$ cat config.mk
export PLATFORM = sky130hd
export DESIGN_NAME = xphy_reset_seq_flat
export DESIGN_NICKNAME = d
export VERILOG_FILES = /design/src/rtl/xphy_reset_seq_if.sv /design/src/rtl/xphy_reset_seq.sv /design/src/flat_wrapper.sv
export SDC_FILE = /design/constraint.sdc
export NUM_CORES = 1
export LEC_CHECK = 0
export ABC_AREA = 0
export CORE_ASPECT_RATIO = 0.9
export CORE_UTILIZATION = 35
export CTS_CLUSTER_DIAMETER = 80
export DETAILED_ROUTE_END_ITERATION = 10
export GPL_TIMING_DRIVEN = 0
export HOLD_SLACK_MARGIN = 0.15
export PLACE_DENSITY_LB_ADDON = 0.2
export SLEW_MARGIN = 20
export SYNTH_ARGS = -nofsm -noshare
export SYNTH_HDL_FRONTEND = slang
export SYNTH_SLANG_ARGS = --single-unit
$ cat constraint.sdc
create_clock -name clk -period 2.1 [get_ports clk]
set_input_delay 0.42 -clock clk [delete_from_list [all_inputs] [get_ports clk]]
set_output_delay 0.42 -clock clk [all_outputs]
set_load 0.05 [all_outputs]
$ cat src/rtl/xphy_reset_seq_if.sv
// Signal bundle between the reset sequencer and the PHY clocking path.
// Lock/done inputs are level signals from other clock domains; there is no valid/ready handshake here.
interface xphy_reset_seq_if;
  logic       qplllock_in;
  logic       mmcm_locked_in;
  logic       gt_resetdone_in;
  logic       qpll_reset;
  logic       gt_txreset;
  logic       gt_rxreset;
  logic       core_reset;
  logic       ready;
  logic [7:0] retry_count;
  logic [2:0] state;

  modport master (
    input  qplllock_in, mmcm_locked_in, gt_resetdone_in,
    output qpll_reset, gt_txreset, gt_rxreset, core_reset, ready, retry_count, state
  );

  modport slave (
    output qplllock_in, mmcm_locked_in, gt_resetdone_in,
    input  qpll_reset, gt_txreset, gt_rxreset, core_reset, ready, retry_count, state
  );
endinterface

$ cat src/rtl/xphy_reset_seq.sv
// 10G PHY reset sequencer: QPLL reset, lock waits, GT reset pulse, settle, then core release.
// Lock loss or timeout restarts at QPLL_RST and bumps a saturating retry counter.
module xphy_reset_seq #(
  parameter int C_RST_CYCLES    = 16,
  parameter int C_LOCK_TIMEOUT  = 50000,
  parameter int C_SETTLE_CYCLES = 256
) (
  input logic               clk,
  input logic               rst,
  xphy_reset_seq_if.master  phy
);

  typedef enum logic [2:0] {
    S_IDLE      = 3'd0,
    S_QPLL_RST  = 3'd1,
    S_WAIT_QPLL = 3'd2,
    S_WAIT_MMCM = 3'd3,
    S_GT_RST    = 3'd4,
    S_WAIT_DONE = 3'd5,
    S_SETTLE    = 3'd6,
    S_RUN       = 3'd7
  } state_e;

  localparam logic [15:0] RST_LAST     = 16'(C_RST_CYCLES - 1);
  localparam logic [15:0] TIMEOUT_LAST = 16'(C_LOCK_TIMEOUT - 1);
  localparam logic [15:0] SETTLE_LAST  = 16'(C_SETTLE_CYCLES - 1);

  // bit 0 = qpll lock, bit 1 = mmcm lock, bit 2 = gt reset-done
  logic [2:0]  meta_q, meta_d;
  logic [2:0]  sync_q, sync_d;
  state_e      state_q, state_d;
  logic [15:0] timer_q, timer_d;
  logic [7:0]  retry_q, retry_d;
  logic        restart;
  logic        qpll_ok, mmcm_ok, done_ok, lock_lost;

  always_comb begin
    meta_d = {phy.gt_resetdone_in, phy.mmcm_locked_in, phy.qplllock_in};
    sync_d = meta_q;
  end

  assign qpll_ok   = sync_q[0];
  assign mmcm_ok   = sync_q[1];
  assign done_ok   = sync_q[2];
  assign lock_lost = !qpll_ok || !mmcm_ok;

  // Priority in each wait state: lock loss, then success, then timeout.
  always_comb begin
    state_d = state_q;
    retry_d = retry_q;
    restart = 1'b0;
    case (state_q)
      S_IDLE:      state_d = S_QPLL_RST;
      S_QPLL_RST:  if (timer_q == RST_LAST) state_d = S_WAIT_QPLL;
      S_WAIT_QPLL: begin
        if (qpll_ok)                      state_d = S_WAIT_MMCM;
        else if (timer_q == TIMEOUT_LAST) restart = 1'b1;
      end
      S_WAIT_MMCM: begin
        if (!qpll_ok)                     restart = 1'b1;
        else if (mmcm_ok)                 state_d = S_GT_RST;
        else if (timer_q == TIMEOUT_LAST) restart = 1'b1;
      end
      S_GT_RST:    if (timer_q == RST_LAST) state_d = S_WAIT_DONE;
      S_WAIT_DONE: begin
        if (lock_lost)                    restart = 1'b1;
        else if (done_ok)                 state_d = S_SETTLE;
        else if (timer_q == TIMEOUT_LAST) restart = 1'b1;
      end
      S_SETTLE: begin
        if (lock_lost)                    restart = 1'b1;
        else if (timer_q == SETTLE_LAST)  state_d = S_RUN;
      end
      S_RUN:       if (lock_lost) restart = 1'b1;
      default:     state_d = S_IDLE;
    endcase
    if (restart) begin
      state_d = S_QPLL_RST;
      if (retry_q != 8'hFF) retry_d = retry_q + 8'd1;
    end
    timer_d = (state_d != state_q) ? 16'd0 : timer_q + 16'd1;
  end

  always_ff @(posedge clk) begin
    if (rst) begin
      meta_q  <= '0;
      sync_q  <= '0;
      state_q <= S_IDLE;
      timer_q <= '0;
      retry_q <= '0;
    end else begin
      meta_q  <= meta_d;
      sync_q  <= sync_d;
      state_q <= state_d;
      timer_q <= timer_d;
      retry_q <= retry_d;
    end
  end

  assign phy.qpll_reset  = state_q inside {S_IDLE, S_QPLL_RST};
  assign phy.gt_txreset  = state_q inside {S_IDLE, S_QPLL_RST, S_WAIT_QPLL, S_WAIT_MMCM, S_GT_RST};
  assign phy.gt_rxreset  = state_q inside {S_IDLE, S_QPLL_RST, S_WAIT_QPLL, S_WAIT_MMCM, S_GT_RST};
  assign phy.core_reset  = (state_q != S_RUN);
  assign phy.ready       = (state_q == S_RUN);
  assign phy.retry_count = retry_q;
  assign phy.state       = state_q;

endmodule

$ cat src/flat_wrapper.sv
// flat-port wrapper written by rule: the top's interface ports become plain ports
module xphy_reset_seq_flat 
#(
  parameter int C_RST_CYCLES    = 16,
  parameter int C_LOCK_TIMEOUT  = 50000,
  parameter int C_SETTLE_CYCLES = 256
)
  (clk, rst, phy_qplllock_in, phy_mmcm_locked_in, phy_gt_resetdone_in, phy_qpll_reset, phy_gt_txreset, phy_gt_rxreset, phy_core_reset, phy_ready, phy_retry_count, phy_state);
  xphy_reset_seq_if phy_i ();
  input logic clk;
  input logic rst;
  input wire logic [$bits(phy_i.qplllock_in)-1:0] phy_qplllock_in;
  input wire logic [$bits(phy_i.mmcm_locked_in)-1:0] phy_mmcm_locked_in;
  input wire logic [$bits(phy_i.gt_resetdone_in)-1:0] phy_gt_resetdone_in;
  output wire logic [$bits(phy_i.qpll_reset)-1:0] phy_qpll_reset;
  output wire logic [$bits(phy_i.gt_txreset)-1:0] phy_gt_txreset;
  output wire logic [$bits(phy_i.gt_rxreset)-1:0] phy_gt_rxreset;
  output wire logic [$bits(phy_i.core_reset)-1:0] phy_core_reset;
  output wire logic [$bits(phy_i.ready)-1:0] phy_ready;
  output wire logic [$bits(phy_i.retry_count)-1:0] phy_retry_count;
  output wire logic [$bits(phy_i.state)-1:0] phy_state;
  assign phy_i.qplllock_in = phy_qplllock_in;
  assign phy_i.mmcm_locked_in = phy_mmcm_locked_in;
  assign phy_i.gt_resetdone_in = phy_gt_resetdone_in;
  assign phy_qpll_reset = phy_i.qpll_reset;
  assign phy_gt_txreset = phy_i.gt_txreset;
  assign phy_gt_rxreset = phy_i.gt_rxreset;
  assign phy_core_reset = phy_i.core_reset;
  assign phy_ready = phy_i.ready;
  assign phy_retry_count = phy_i.retry_count;
  assign phy_state = phy_i.state;
  xphy_reset_seq #(.C_RST_CYCLES(C_RST_CYCLES), .C_LOCK_TIMEOUT(C_LOCK_TIMEOUT), .C_SETTLE_CYCLES(C_SETTLE_CYCLES)) u_core (.clk(clk), .rst(rst), .phy(phy_i));
endmodule
==> impl.org <==
** Outcome
- The run finished, with violations left.
- Violated checks :: setup timing

** Timing
- The number of pins exceeding their max-slew limit in the final report came to 0.
- WHS :: 0.4369 ns
- Derived from the worst setup path, the maximum achievable clock frequency is 474.8 MHz.
- Number of failing setup endpoints in the final timing report :: 3
- Counting I/O delays and the setup requirement, the final critical path takes 2.106 ns.
- Setup repair after global routing could not meet its margin everywhere.
- Post-Route Skew :: 0.005679 ns
- Final hold violation count :: 0
- In this run the tightest slew margin relative to its limit is 66.52%.
- Period utilisation layout :: 100.3%
- Slew at the pin closest to its max-slew limit :: 0.5007 ns
- Setup slack on the critical path of the routed design comes to -0.006161 ns.

** Placement
- Summed over all nets, the half-perimeter wirelength after detailed placement is 2462 µm.
- Buffers on Ports :: 20
- Placed cell count :: 276
- Final estimated routing congestion in global placement :: 0.7666
- Instance area at placement :: 2001 µm²

** Finish
- The filler cells instantiated in the layout total 457.
- Synthesis-to-finish area growth :: 33.04%
- In the final layout, the share of cells above drive strength 1 is 25.44%.
- 0 antenna diodes ended up in the layout.
- Most used cells in the layout excluding fill and tap cells :: 25 x sky130_fd_sc_hd__nor2_1, 25 x sky130_fd_sc_hd__dfxtp_1, 15 x sky130_fd_sc_hd__clkdlybuf4s50_1
- The finished cells cover 2252 µm².
- Layout Utilization :: 49.53%
- Fin nets :: 234
- The finished layout holds 290 standard cells, fillers aside.

** Floorplanning
- CORE AREA :: 4547 µm²
- The die covers 5119 µm².
- Measured along the y axis, the die boundary spans 67.98 µm.
- For this configuration, the core starts out at a cell density of 37.23%.
- Number of top-level design ports :: 21
- Horizontal extent of the die :: 75.31 µm
- Cell row count :: 23

** Job
- Max-cap viol count :: 0

** Power and ir drop
- Internal cell power :: 0.9713 mW
- Sequential cells burn 51.2% of the power.
- Summed over all nets, the switching power comes to 0.2871 mW.
- IR analysis of the VDD net gives a maximum drop of 357.8 µV.
- In this run, the combinational gates consume 6.7% of the power.
- Net switching is 22.82% of the power.
- The clock network is responsible for 42.0% of the overall power.
- Power density over the cells :: 558.8 nW/µm²
- Pleak :: 0.7635 nW

** Worst hold path
- Along the worst hold path, the cell count comes to 1.
- Min-delay worst type :: register to register
- Start point of the worst min-delay path :: u_core.meta_q[2]
- Hold-critical path endpoint :: u_core.sync_q[2]

** Worst setup path
- Reg-to-reg slack, setup :: -0.006 ns
- CP endpoint kind :: register
- Counting stages on the worst path, the most repeated cell is sky130_fd_sc_hd__or4_4.
- The worst setup path is launched from a register.
- Worst Path Max Fanout :: 5
- Required @ worst endpoint :: 2.28 ns
- The critical path is of the register to register type.
- Origin of the critical flop-to-flop path :: u_core.timer_q[9]
- Register-to-Register Path Depth :: 6
- For the worst setup path, the data arrival time is 2.28 ns.
- Reg-to-Reg End :: u_core.timer_q[12]
- The signal on the critical path passes through or4_4, or4_4, and3_4, o21bai_4, buf_6, nor2_1.
- Maximum cell stage delay along the critical path :: 0.54 ns
- Among all stages on the critical path, the largest delay is contributed by sky130_fd_sc_hd__or4_4.

** Clock tree
- TritonCTS built the clock tree.
- The root buffer cell chosen for the clock tree is sky130_fd_sc_hd__clkbuf_8.
- Clock Sinks :: 33
- The later pin in the worst-skew pair is clocked with a latency of 0.28 ns.
- Number of clock buffers inserted by TritonCTS :: 5
- Maximum clock path buffer count :: 2
- The clock tree synthesis step divided the H-tree into 2 levels.
- Clock-pin slew was measured on the worst setup and hold paths at 0.07 ns.

** Routing
- After detailed routing, the number of remaining DRC violations is 0.
- Routed wirelength normalized by instance count :: 12.25 µm
- Total wire length after detailed routing :: 3552 µm
- Drt via density :: 4.883
- Antenna Nets Post-Route :: 0
- Detailed routing inserted a total of 1416 vias.
- First drt pass iteration count :: 4
- The detailed router finished its first iteration with 89 violations.

** Synthesis
- The number of different library cells used by synthesis comes to 50.
- The number of nets in the synthesized netlist is 201.
- Flop and latch count out of synthesis :: 33
- Sequential-to-total area share from yosys stat :: 39.02%
- Mapped Area :: 1693 µm²
- For this run, the number of Yosys warnings is 0.
- Post-Syn Instances :: 194
- Dividing the synthesized area by the synthesized cell count gives 8.726 µm².

** GRT
- After global routing the overflow that remains totals 0.
- Antenna violations before repair :: 0
- Maximum number of pins on one net before global-route repair :: 11
- The number of global-route vias before repair was 1198.
- Gr usage total :: 15.03%
- The first global-routing pass estimated 5658 µm of wire.
==> metrics by stage <==
| step | worst slack, ns | TNS [ns] | power [mW] |
|---|---|---|---|
| after floorplan | -0.01909 | -0.03629 | 0.7061 |
| after global placement | -0.2489 | -0.9272 | 0.7289 |
| after detailed placement | -0.2545 | -1.118 | 0.7287 |
| after CTS | -0.09904 | -0.5380 | 1.267 |
| after global routing | -0.08759 | -0.6475 | 1.307 |
| final | -0.006161 | -0.008169 | 1.258 |
==> worst max path at each step <==
stage	start	slack [ns]	to
floorplan	u_core.phy.state[2]	-0.02	u_core.phy.retry_count[4]
global placement	u_core.timer_q[0]	-0.25	u_core.phy.retry_count[4]
detailed placement	u_core.timer_q[0]	-0.25	u_core.phy.retry_count[4]
CTS	u_core.timer_q[1]	-0.1	u_core.phy.retry_count[4]
global route	u_core.timer_q[13]	-0.09	u_core.phy.retry_count[4]
finish	u_core.timer_q[9]	-0.006	u_core.timer_q[12]
==> sequential cells by signal (all words and copies together) (netlist names) <==
| signal | cells |
|---|---|
| u_core.timer_q | 16 |
| u_core.phy.retry_count | 8 |
| u_core.meta_q | 3 |
| u_core.phy.state | 3 |
| u_core.sync_q | 3 |
==> routing by layer <==
layer | wire, µm | track usage [%] | share of wire (%) | vias up
met5 | 0 | 0 | 0 | -
met4 | 57 | 6.250 | 1.6 | 0
met3 | 148 | 4.418 | 4.2 | 5
met2 | 1409 | 21.21 | 40 | 32
met1 | 1936 | 21.15 | 55 | 633
li1 | - | - | - | 746
==> cell usage after synthesis, drive strengths merged <==
cell      n  area share [%]
a21oi     7             2.1
a31oi     3             1.5
and2b     1            0.52
clkbuf    4             2.1
o31a      1            0.59
a41oi     2             1.0
o21bai    1             1.1
nand4     4             1.5
nor3      5             1.5
o211ai    1            0.44
a21o      1            0.44
nor4b     1            0.89
ha        2             1.5
o21ai     3            0.89
xor2      7             3.6
mux2      2             1.3
and4      1            0.52
or4       2             1.3
nor2b     8             3.0
and3      5             2.2
o41ai     1            0.52
nand2b    1            0.37
nor4      2             1.1
dfxtp    33              39
or3       1            0.37
nand4b    2             1.0
nand2    12             2.7
nand3b    3             1.3
a22oi     2            0.89
xnor2     9             4.7
or4bb     1            0.67
nand3    10             3.0
a41o      1            0.59
buf       4             2.1
inv       8             1.8
a311oi    1            0.52
and2      4             1.6
nor2     33             7.3
a2111oi   1            0.89
a211oi    1            0.44
or2       2            0.74
a32o      1            0.59
==> area by class of cell <==
cell class | instances | area [µm²] | share of cell area [%]
inverter | 8 | 30.03 | 1.333
clock buffer | 7 | 96.34 | 4.278
sequential | 33 | 680.7 | 30.22
buffer | 8 | 76.32 | 3.389
multi-input combinational | 145 | 1040 | 46.17
tap | 62 | 77.57 | 3.444
clock inverter | 1 | 5.005 | 0.2222
timing repair buffer | 26 | 246.5 | 10.94
==> timing repair <==
item	4_1_cts	5_1_grt
resized for setup	14	21
setup endpoints to repair	18	19
hold buffers	0	0
buffers inserted	2	3
pin swaps	1	12
cloned	1	0
==> worst max-delay path: cells and delay by family (launching register included) <==
family                 cells  cell delay [ns]
AO/OA/AOI/OAI              1             0.19
buffers and inverters      1             0.15
flip-flops                 1             0.34
AND/OR/NAND/NOR            4             1.32
==> cell families after synthesis <==
group	count (synthesis)	synth area share, %
and+or+nand+nor	98	31.49
DFF	33	39.02
AOI/OAI and AO/OA	27	12.49
xor gates and xnor gates	16	8.278
buffers and inverters	16	5.913
muxes	2	1.330
adders and majority gates	2	1.478
==> power by group through the flow <==
stage / clock network [mW] / logic, mW / registers, mW
CTS: 0.543 / 0.0804 / 0.643
finish: 0.529 / 0.0845 / 0.645
floorplan: 0 / 0.0458 / 0.660
detailed placement: 0 / 0.0714 / 0.657
global placement: 0 / 0.0714 / 0.658
global route: 0.569 / 0.0918 / 0.646
Power figures use the tool's default switching activity.
